<file path="src/rtl/shift_add_multiplier_pkg.sv">
// Shared constants for the sequential shift-and-add multiplier.
package shift_add_multiplier_pkg;

  // Controller states; fixed 2-bit encodings.
  typedef enum logic [1:0] {
    IDLE = 2'd0,
    RUN  = 2'd1,
    DONE = 2'd2
  } mul_state_t;

  // Iteration counter width.
  // It is wide enough to hold SIZE itself, not just SIZE-1.
  function automatic int cnt_width(input int size);
    return $clog2(size) + 1;
  endfunction

endpackage

</file>
<file path="src/rtl/shift_add_multiplier_adder.sv">
// Library ripple-carry adder: SIZE-bit operands, SIZE+1-bit sum (carry out in MSB).
module shift_add_multiplier_adder #(
  parameter int SIZE = 4
) (
  input  logic [SIZE-1:0] a,
  input  logic [SIZE-1:0] b,
  output logic [SIZE:0]   sum
);

  logic c;

  // Bit-serial carry ripple, one full-adder cell per bit, LSB first.
  always_comb begin
    c   = 1'b0;
    sum = '0;
    for (int i = 0; i < SIZE; i++) begin
      sum[i] = a[i] ^ b[i] ^ c;
      c      = (a[i] & b[i]) | (c & (a[i] ^ b[i]));
    end
    sum[SIZE] = c;
  end

endmodule

</file>
<file path="src/rtl/shift_add_multiplier.sv">
// Sequential unsigned multiplier.
// Consumes one multiplier bit per clock and accumulates through the library adder.
// The product is 2*SIZE bits, is registered, and is held until the next completion.
module shift_add_multiplier
  import shift_add_multiplier_pkg::*;
#(
  parameter int SIZE = 4
) (
  input  logic              clk,
  input  logic              rst_n,
  input  logic              start,
  input  logic [SIZE-1:0]   multiplicand,
  input  logic [SIZE-1:0]   multiplier,
  output logic              busy,
  output logic              done,
  output logic [2*SIZE-1:0] product
);

  localparam int CW = cnt_width(SIZE);

  mul_state_t      state_q, state_d;
  logic [2*SIZE:0] acc_q;
  logic [2*SIZE:0] acc_shift;
  logic [SIZE-1:0] mcand_q;
  logic [SIZE-1:0] addend;
  logic [SIZE:0]   sum;
  logic [CW-1:0]   count_q;
  logic            last_iter;
  logic            accept;
  logic            unused_acc_msb;

  // Upper half of acc is the running partial product.
  // Lower half holds the multiplier bits not yet consumed.
  assign addend = acc_q[0] ? mcand_q : '0;

  shift_add_multiplier_adder #(.SIZE(SIZE)) u_adder (
    .a   (acc_q[2*SIZE-1:SIZE]),
    .b   (addend),
    .sum (sum)
  );

  // Logical right shift.
  // The adder carry lands in acc[2*SIZE-1], so nothing is lost for max operands.
  assign acc_shift = {sum, acc_q[SIZE-1:0]} >> 1;

  // The top bit of the shifted accumulator is always zero.
  // It exists only to keep the accumulator width uniform.
  assign unused_acc_msb = acc_q[2*SIZE] ^ acc_shift[2*SIZE];

  assign last_iter = (count_q == CW'(SIZE - 1));

  // A request is taken in IDLE and in DONE (back-to-back); RUN ignores start.
  assign accept = start && ((state_q == IDLE) || (state_q == DONE));

  // Next-state logic for the IDLE/RUN/DONE controller.
  always_comb begin
    state_d = state_q;
    unique case (state_q)
      IDLE:    if (start) state_d = RUN;
      RUN:     if (last_iter) state_d = DONE;
      DONE:    state_d = start ? RUN : IDLE;
      default: state_d = IDLE;
    endcase
  end

  // State register plus registered status flags (decoded from next state).
  always_ff @(posedge clk or negedge rst_n) begin
    if (!rst_n) begin
      state_q <= IDLE;
      busy    <= 1'b0;
      done    <= 1'b0;
    end else begin
      state_q <= state_d;
      busy    <= (state_d == RUN);
      done    <= (state_d == DONE);
    end
  end

  // Datapath: operand capture, one shift-add step per RUN cycle, product load on exit.
  always_ff @(posedge clk or negedge rst_n) begin
    if (!rst_n) begin
      acc_q   <= '0;
      mcand_q <= '0;
      count_q <= '0;
      product <= '0;
    end else if (accept) begin
      mcand_q <= multiplicand;
      acc_q   <= {{(SIZE+1){1'b0}}, multiplier};
      count_q <= '0;
    end else if (state_q == RUN) begin
      acc_q   <= acc_shift;
      count_q <= count_q + CW'(1);
      if (last_iter) product <= acc_shift[2*SIZE-1:0];
    end
  end

endmodule

</file>
<file path="config.mk">
export PLATFORM = sky130hd
export DESIGN_NAME = shift_add_multiplier
export DESIGN_NICKNAME = d
export VERILOG_FILES = /design/src/rtl/shift_add_multiplier_pkg.sv /design/src/rtl/shift_add_multiplier_adder.sv /design/src/rtl/shift_add_multiplier.sv
export SDC_FILE = /design/constraint.sdc
export NUM_CORES = 1
export LEC_CHECK = 0
export ABC_AREA = 1
export BUFFER_PORTS_ARGS = -buffer_cell sky130_fd_sc_hd__buf_4
export CAP_MARGIN = 20
export CORE_ASPECT_RATIO = 0.9
export CORE_MARGIN = 2
export CORE_UTILIZATION = 58
export DETAILED_ROUTE_END_ITERATION = 8
export HOLD_SLACK_MARGIN = 0.12
export PLACE_DENSITY = 0.92
export SYNTH_ARGS = -nofsm -noshare
export SYNTH_HDL_FRONTEND = slang
export SYNTH_HIERARCHICAL = 1
export SYNTH_SLANG_ARGS = --single-unit
export TNS_END_PERCENT = 20
</file>
<file path="constraint.sdc">
create_clock -name clk -period 4.1 [get_ports clk]
set_input_delay 0.41 -clock clk [delete_from_list [all_inputs] [get_ports clk]]
set_output_delay 0.41 -clock clk [all_outputs]
set_load 0.05 [all_outputs]
</file>
# After elaboration in Yosys (flattened, before gate mapping)
# Index checks and enable logic that the tools add are counted.
[totals] ram_bits=0 reg_bits=27 latch_bits=0 output_inout_bits=10 input_bits=11 wordCells=45 romBits=0 mem_count=0
[op_classes] bitwise_logic=18 mul=0 n_mux=9 order_cmp=0 n_eq_ne=5 shift=0 div=0 n_reduce_logical=5 addsub=1
[op_table] op="8-bit 2-to-1 mux" n=2
[op_table] op="1-bit bitwise AND" n=7
[op_table] op="1-bit XOR" n=7
[op_table] op="3-bit 2-to-1 mux" n=2
[op_table] op="2-bit case mux with 3 select lines" n=1
[op_table] op="2-bit by 1-bit == test with 1-bit output (second input constant)" n=2
[op_table] op="2-bit == test (second input constant)" n=2
[op_table] op="2-bit 2-to-1 mux" n=2
[op_table] op="4-bit 2-to-1 mux" n=1
[op_table] op="3-bit by 1-bit adder with 3-bit output (second input constant)" n=1
[op_table] op="3-bit by 2-bit == test with 1-bit output (second input constant)" n=1
[op_table] op="1-bit bitwise OR" n=3
[op_table] op="3-bit AND reduction" n=1
[op_table] op="2-bit logical NOT" n=1
[op_table] op="2-bit nonzero test" n=1
[op_table] op="1-bit logical AND" n=1
[op_table] op="1-bit logical OR" n=1
[op_table] op="1-bit 2-to-1 mux" n=1
[op_table] op="1-bit inverter" n=1

# Longest topological paths before layout
[logic_depth] depth_word=10 mapped_depth=13 mapped_depth_nobuf=12

# Cells and area by module
# The synthesis kept the hierarchy.
[modules_own_cells] module="shift_add_multiplier" instances=1 cells_each=130 area_each_um2=1142.3 seq_area_each_um2=675.6
[modules_own_cells] module="shift_add_multiplier_adder" instances=1 cells_each=15 area_each_um2=117.6 seq_area_each_um2=0.0

# Worst setup path before layout
# Ideal clock, no wire load.
[synth_path] kind="reg2reg" from="reg acc_q[0]" to="reg acc_q[6]" setup_time_ns=0.117 stages_incl_launch_ff=13 n_path_buf=0 t_arrival_ns=1.829 t_required_ns=3.983 synth_period_minus_slack_ns=1.946 path_slack_ns=2.154 path_cell_list="dfrtp_1 nand2_1 inv_1 ha_1 inv_1 fa_1 inv_1 fa_1 inv_1 fa_1 inv_1 nand2_1 nand2_1"
[synth_between] elab_chain_cells=9 word_cells_on_any_way=14 cone_classes="mux (3); bitwise (11)"
[synth_lines] item="from (decl)" line="shift_add_multiplier.sv:22" source="logic [2*SIZE:0] acc_q;"
[synth_lines] item="from (signal assigned)" line="shift_add_multiplier.sv:88" source="acc_q <= {{(SIZE+1){1'b0}}, multiplier};"
[synth_lines] item="from (signal assigned)" line="shift_add_multiplier.sv:91" source="acc_q <= acc_shift;"
[synth_lines] item="4-bit 2-to-1 mux" line="shift_add_multiplier.sv:34" source="assign addend = acc_q[0] ? mcand_q : '0;"
[synth_lines] item="net addend[0]" line="shift_add_multiplier.sv:25" source="logic [SIZE-1:0] addend;"
[synth_lines] item="1-bit bitwise AND (2 in series)" line="shift_add_multiplier_adder.sv:18" source="c = (a[i] & b[i]) | (c & (a[i] ^ b[i]));"
[synth_lines] item="1-bit bitwise OR" line="shift_add_multiplier_adder.sv:18"
[synth_lines] item="1-bit bitwise AND" line="shift_add_multiplier_adder.sv:18"
[synth_lines] item="1-bit bitwise OR" line="shift_add_multiplier_adder.sv:18"
[synth_lines] item="1-bit XOR" line="shift_add_multiplier_adder.sv:17" source="sum[i] = a[i] ^ b[i] ^ c;"
[synth_lines] item="net sum[3]" line="shift_add_multiplier.sv:26" source="logic [SIZE:0] sum;"
[synth_lines] item="8-bit 2-to-1 mux" line="shift_add_multiplier.sv:90" source="end else if (state_q == RUN) begin"
[synth_lines] item="8-bit 2-to-1 mux" line="shift_add_multiplier.sv:86" source="end else if (accept) begin"
# The timed path passes the listed nets, and every way through them passes these cells. The select of a mux whose other input is x is not followed.
# A chain may end at the register's enable or synchronous reset.

# Final worst setup path
# Same ends and word-level chain as after synthesis.

==> results.toml <==
[synth]
synth_fa_ha_area_frac = 0.0775
yosys.area_share.simple = 0.287
yosysTopAreaCell = "dfrtp_1"
ys.flop_type = "dfrtp_1"
synth.distinct_cells = 14
seq_area_frac_synth = 0.536
synth_area_um2 = 1260
synth_top_family_by_area = "simple AND/OR/NAND/NOR gates"
yosys-mux-area-fraction = 0
yosys_warnings = 6
synthCells = 145
synth-seq-cells = 27
synth.top_cells.by_area = "dfrtp_1 (54%), nand2_1 (18%), inv_1 (6.0%), nand3_1 (6.0%), fa_1 (4.8%)"
synth_top_area_share = 0.536
synth_compound_area_frac = 0.0159
synthArstFlopShare = 1.00
syn_nets = 162
avgSynthCellArea_um2 = 8.69
synthXorXnorAreaFrac = 0
synth_edf_count = 0
synth_common_cells = "nand2_1 (62), dfrtp_1 (27), inv_1 (20)"
yosysMostFrequentCell = "nand2_1"

[clock_tree]
h-tree-depth = 1
numCtsBuffers = 3
post-cts-setup-buffer-count = 0
cts-root-buf = "clkbuf_4"
clk_latency_ns = 0.33
cts.sinks = 27
clkTransAtPathRegs_ns = 0.15
cts_tree = "yes"
clockBufferDepth = 2

[sta]
drv_slew = 0
slew_headroom = 0.658
rsz0062_at_grt = "false"
setup_viol = 0
fin_worst_skew_ns = 0.00815
fmax_mhz = 464
finalCriticalPeriod_ns = 2.16
tns_ns = 0
worstMarginPinSlew_ns = 0.512
min_period_over_period = 0.526
hold_violations = 0

[place]
dp_hpwl_um = 1710
gp_congestion = 0.837
portBuffers = 20

[worst_setup_path]
max_stage_delay_ns = 0.50
worst-path-max-fanout = 5
crit_path_frequent_cell = "inv_1"
path_delay_family = "adder cells"
cp_cell_sequence = "nand2_1, inv_1, ha_1, inv_1, fa_1, inv_1, fa_1, inv_1, fa_1, inv_1, nand2_1, nand2_1"
crit_slowest_cell = "fa_1"
critPathKind = "flop to flop"
worstSetupEndpointType = "flop"
cp.required_ns = 4.35
crit_arrival_ns = 2.40
cp_num_buf_inv = 5
startpoint_type = "flop"

[grt]
grt_first_pass_wirelength_um = 3770
grt_overflow = 0
grt_pass1_vias = 929
antenna_found_initial = 0
grt_usage = 0.211
grt_max_degree = 28

[floorplan]
io_pins = 21
die-area_um2 = 2560
die_h_um = 48.2
core_um2 = 1990
num_rows = 15
start_util = 0.633
die_w_um = 53.1

[min_path]
hp-class = "input pin to flop"

[route]
drc_errors = 0
ant_nets = 0
drt_wl_total_um = 2360
vias_per_cell = 5.19
wire_per_inst_um = 12.3
num_vias = 997
first_pass_iters = 4
drt_first_iter_violations = 21

[layout]
diodes = 0
fin_util = 0.731
drive_gt1_frac = 0.180
area_growth_syn_to_layout_pct = 15.5
num-nets-final = 185

[power]
leakage_nw = 0.832
vdd_drop_max_v = 0.000424
power.density_nw_per_um2 = 787

[job]
cap_violations = 0

[status]
run_status = "finished, final reports clean"
-- final cells by class --
cell class,count,area [um^2]
sequential,27,676
fill,141,534
multi-input combinational,94,479
timing repair buffer,21,160
inverter,21,78.8
tap,25,31.3
clock buffer,3,22.5
clock inverter,1,7.51
-- registers in the layout, summed over array words and instances (netlist names) --
register,flops
acc_q,8
product,8
mcand_q,4
count_q,3
state_q,2
busy,1
done,1
-- what timing repair did --
action	in CTS	in global routing
endpoints found under the hold margin	27	0
gates resized for setup	0	0
hold buffers	1	0
-- per-stage QoR --
stage,cells,setup slack [ns],hold WS [ns],power (mW),instance area (um^2)
floorplan,145,2.15,0.114,0.879,1260
detailed placement,187,2.00,0.338,1.03,1420
CTS,192,1.95,0.254,1.15,1460
global placement,187,2.12,0.333,0.993,1420
finish,192,1.94,0.255,1.14,1460
global route,192,1.80,0.258,1.24,1460
-- report_power, final --
| part | leakage [nW] | switching (mW) | internal (mW) |
|---|---|---|---|
| Clock | 0.0139 | 0.0809 | 0.0374 |
| Sequential | 0.340 | 0.0759 | 0.380 |
| Combinational | 0.479 | 0.391 | 0.179 |
-- per-layer routing --
layer,track usage,up-vias,routed length [um]
met5,0,-,0
met2,0.360,36,1170
met4,0.113,0,34
met3,0.0521,6,142
met1,0.255,472,1020
li1,-,483,-
-- worst paths after layout --
| kind | from | end | slack (ns) | depth (start not counted) |
|---|---|---|---|---|
| worst min-delay path | multiplicand[3] | mcand_q[3]$_DFFE_PN0P_ | 0.26 | 3 |
| worst min register to register | product[5]$_DFFE_PN0P_ | product[5]$_DFFE_PN0P_ | 0.50 | 2 |
| max in group asynchronous | rst_n | state_q[0]$_DFF_PN0_ | 3.35 | 2 |
| worst max register to register | acc_q[0]$_DFFE_PN0P_ | acc_q[6]$_DFFE_PN0P_ | 1.94 | 12 |
| worst max-delay path | acc_q[0]$_DFFE_PN0P_ | acc_q[6]$_DFFE_PN0P_ | 1.94 | 12 |
| min in group asynchronous | rst_n | acc_q[4]$_DFFE_PN0P_ | 0.50 | 2 |
-- worst min-delay path: stages --
cell and delay (ns):
buf_4 0.08, nand2_1 0.04, nand2_1 0.04
-- cells in the final DEF (no fill, tap or decap), types with 2 or more instances in the layout --
master    instances
buf_4            20
clkbuf_4          3
dfrtp_1          27
fa_1              3
ha_1              3
inv_1            20
nand2_1          62
nand2_2           2
nand3_1          15
nor2_1            2
nor2_4            2
o21ai_0           4
-- kinds of logic after synthesis --
| family | Yosys count |
|---|---|
| DFF | 27 |
| adders and majority gates | 6 |
| AOI/OAI and AO/OA | 4 |
| and+or+nand+nor | 84 |
| buffers and inverters | 24 |
Note: power is estimated with default switching activity, not from simulation.
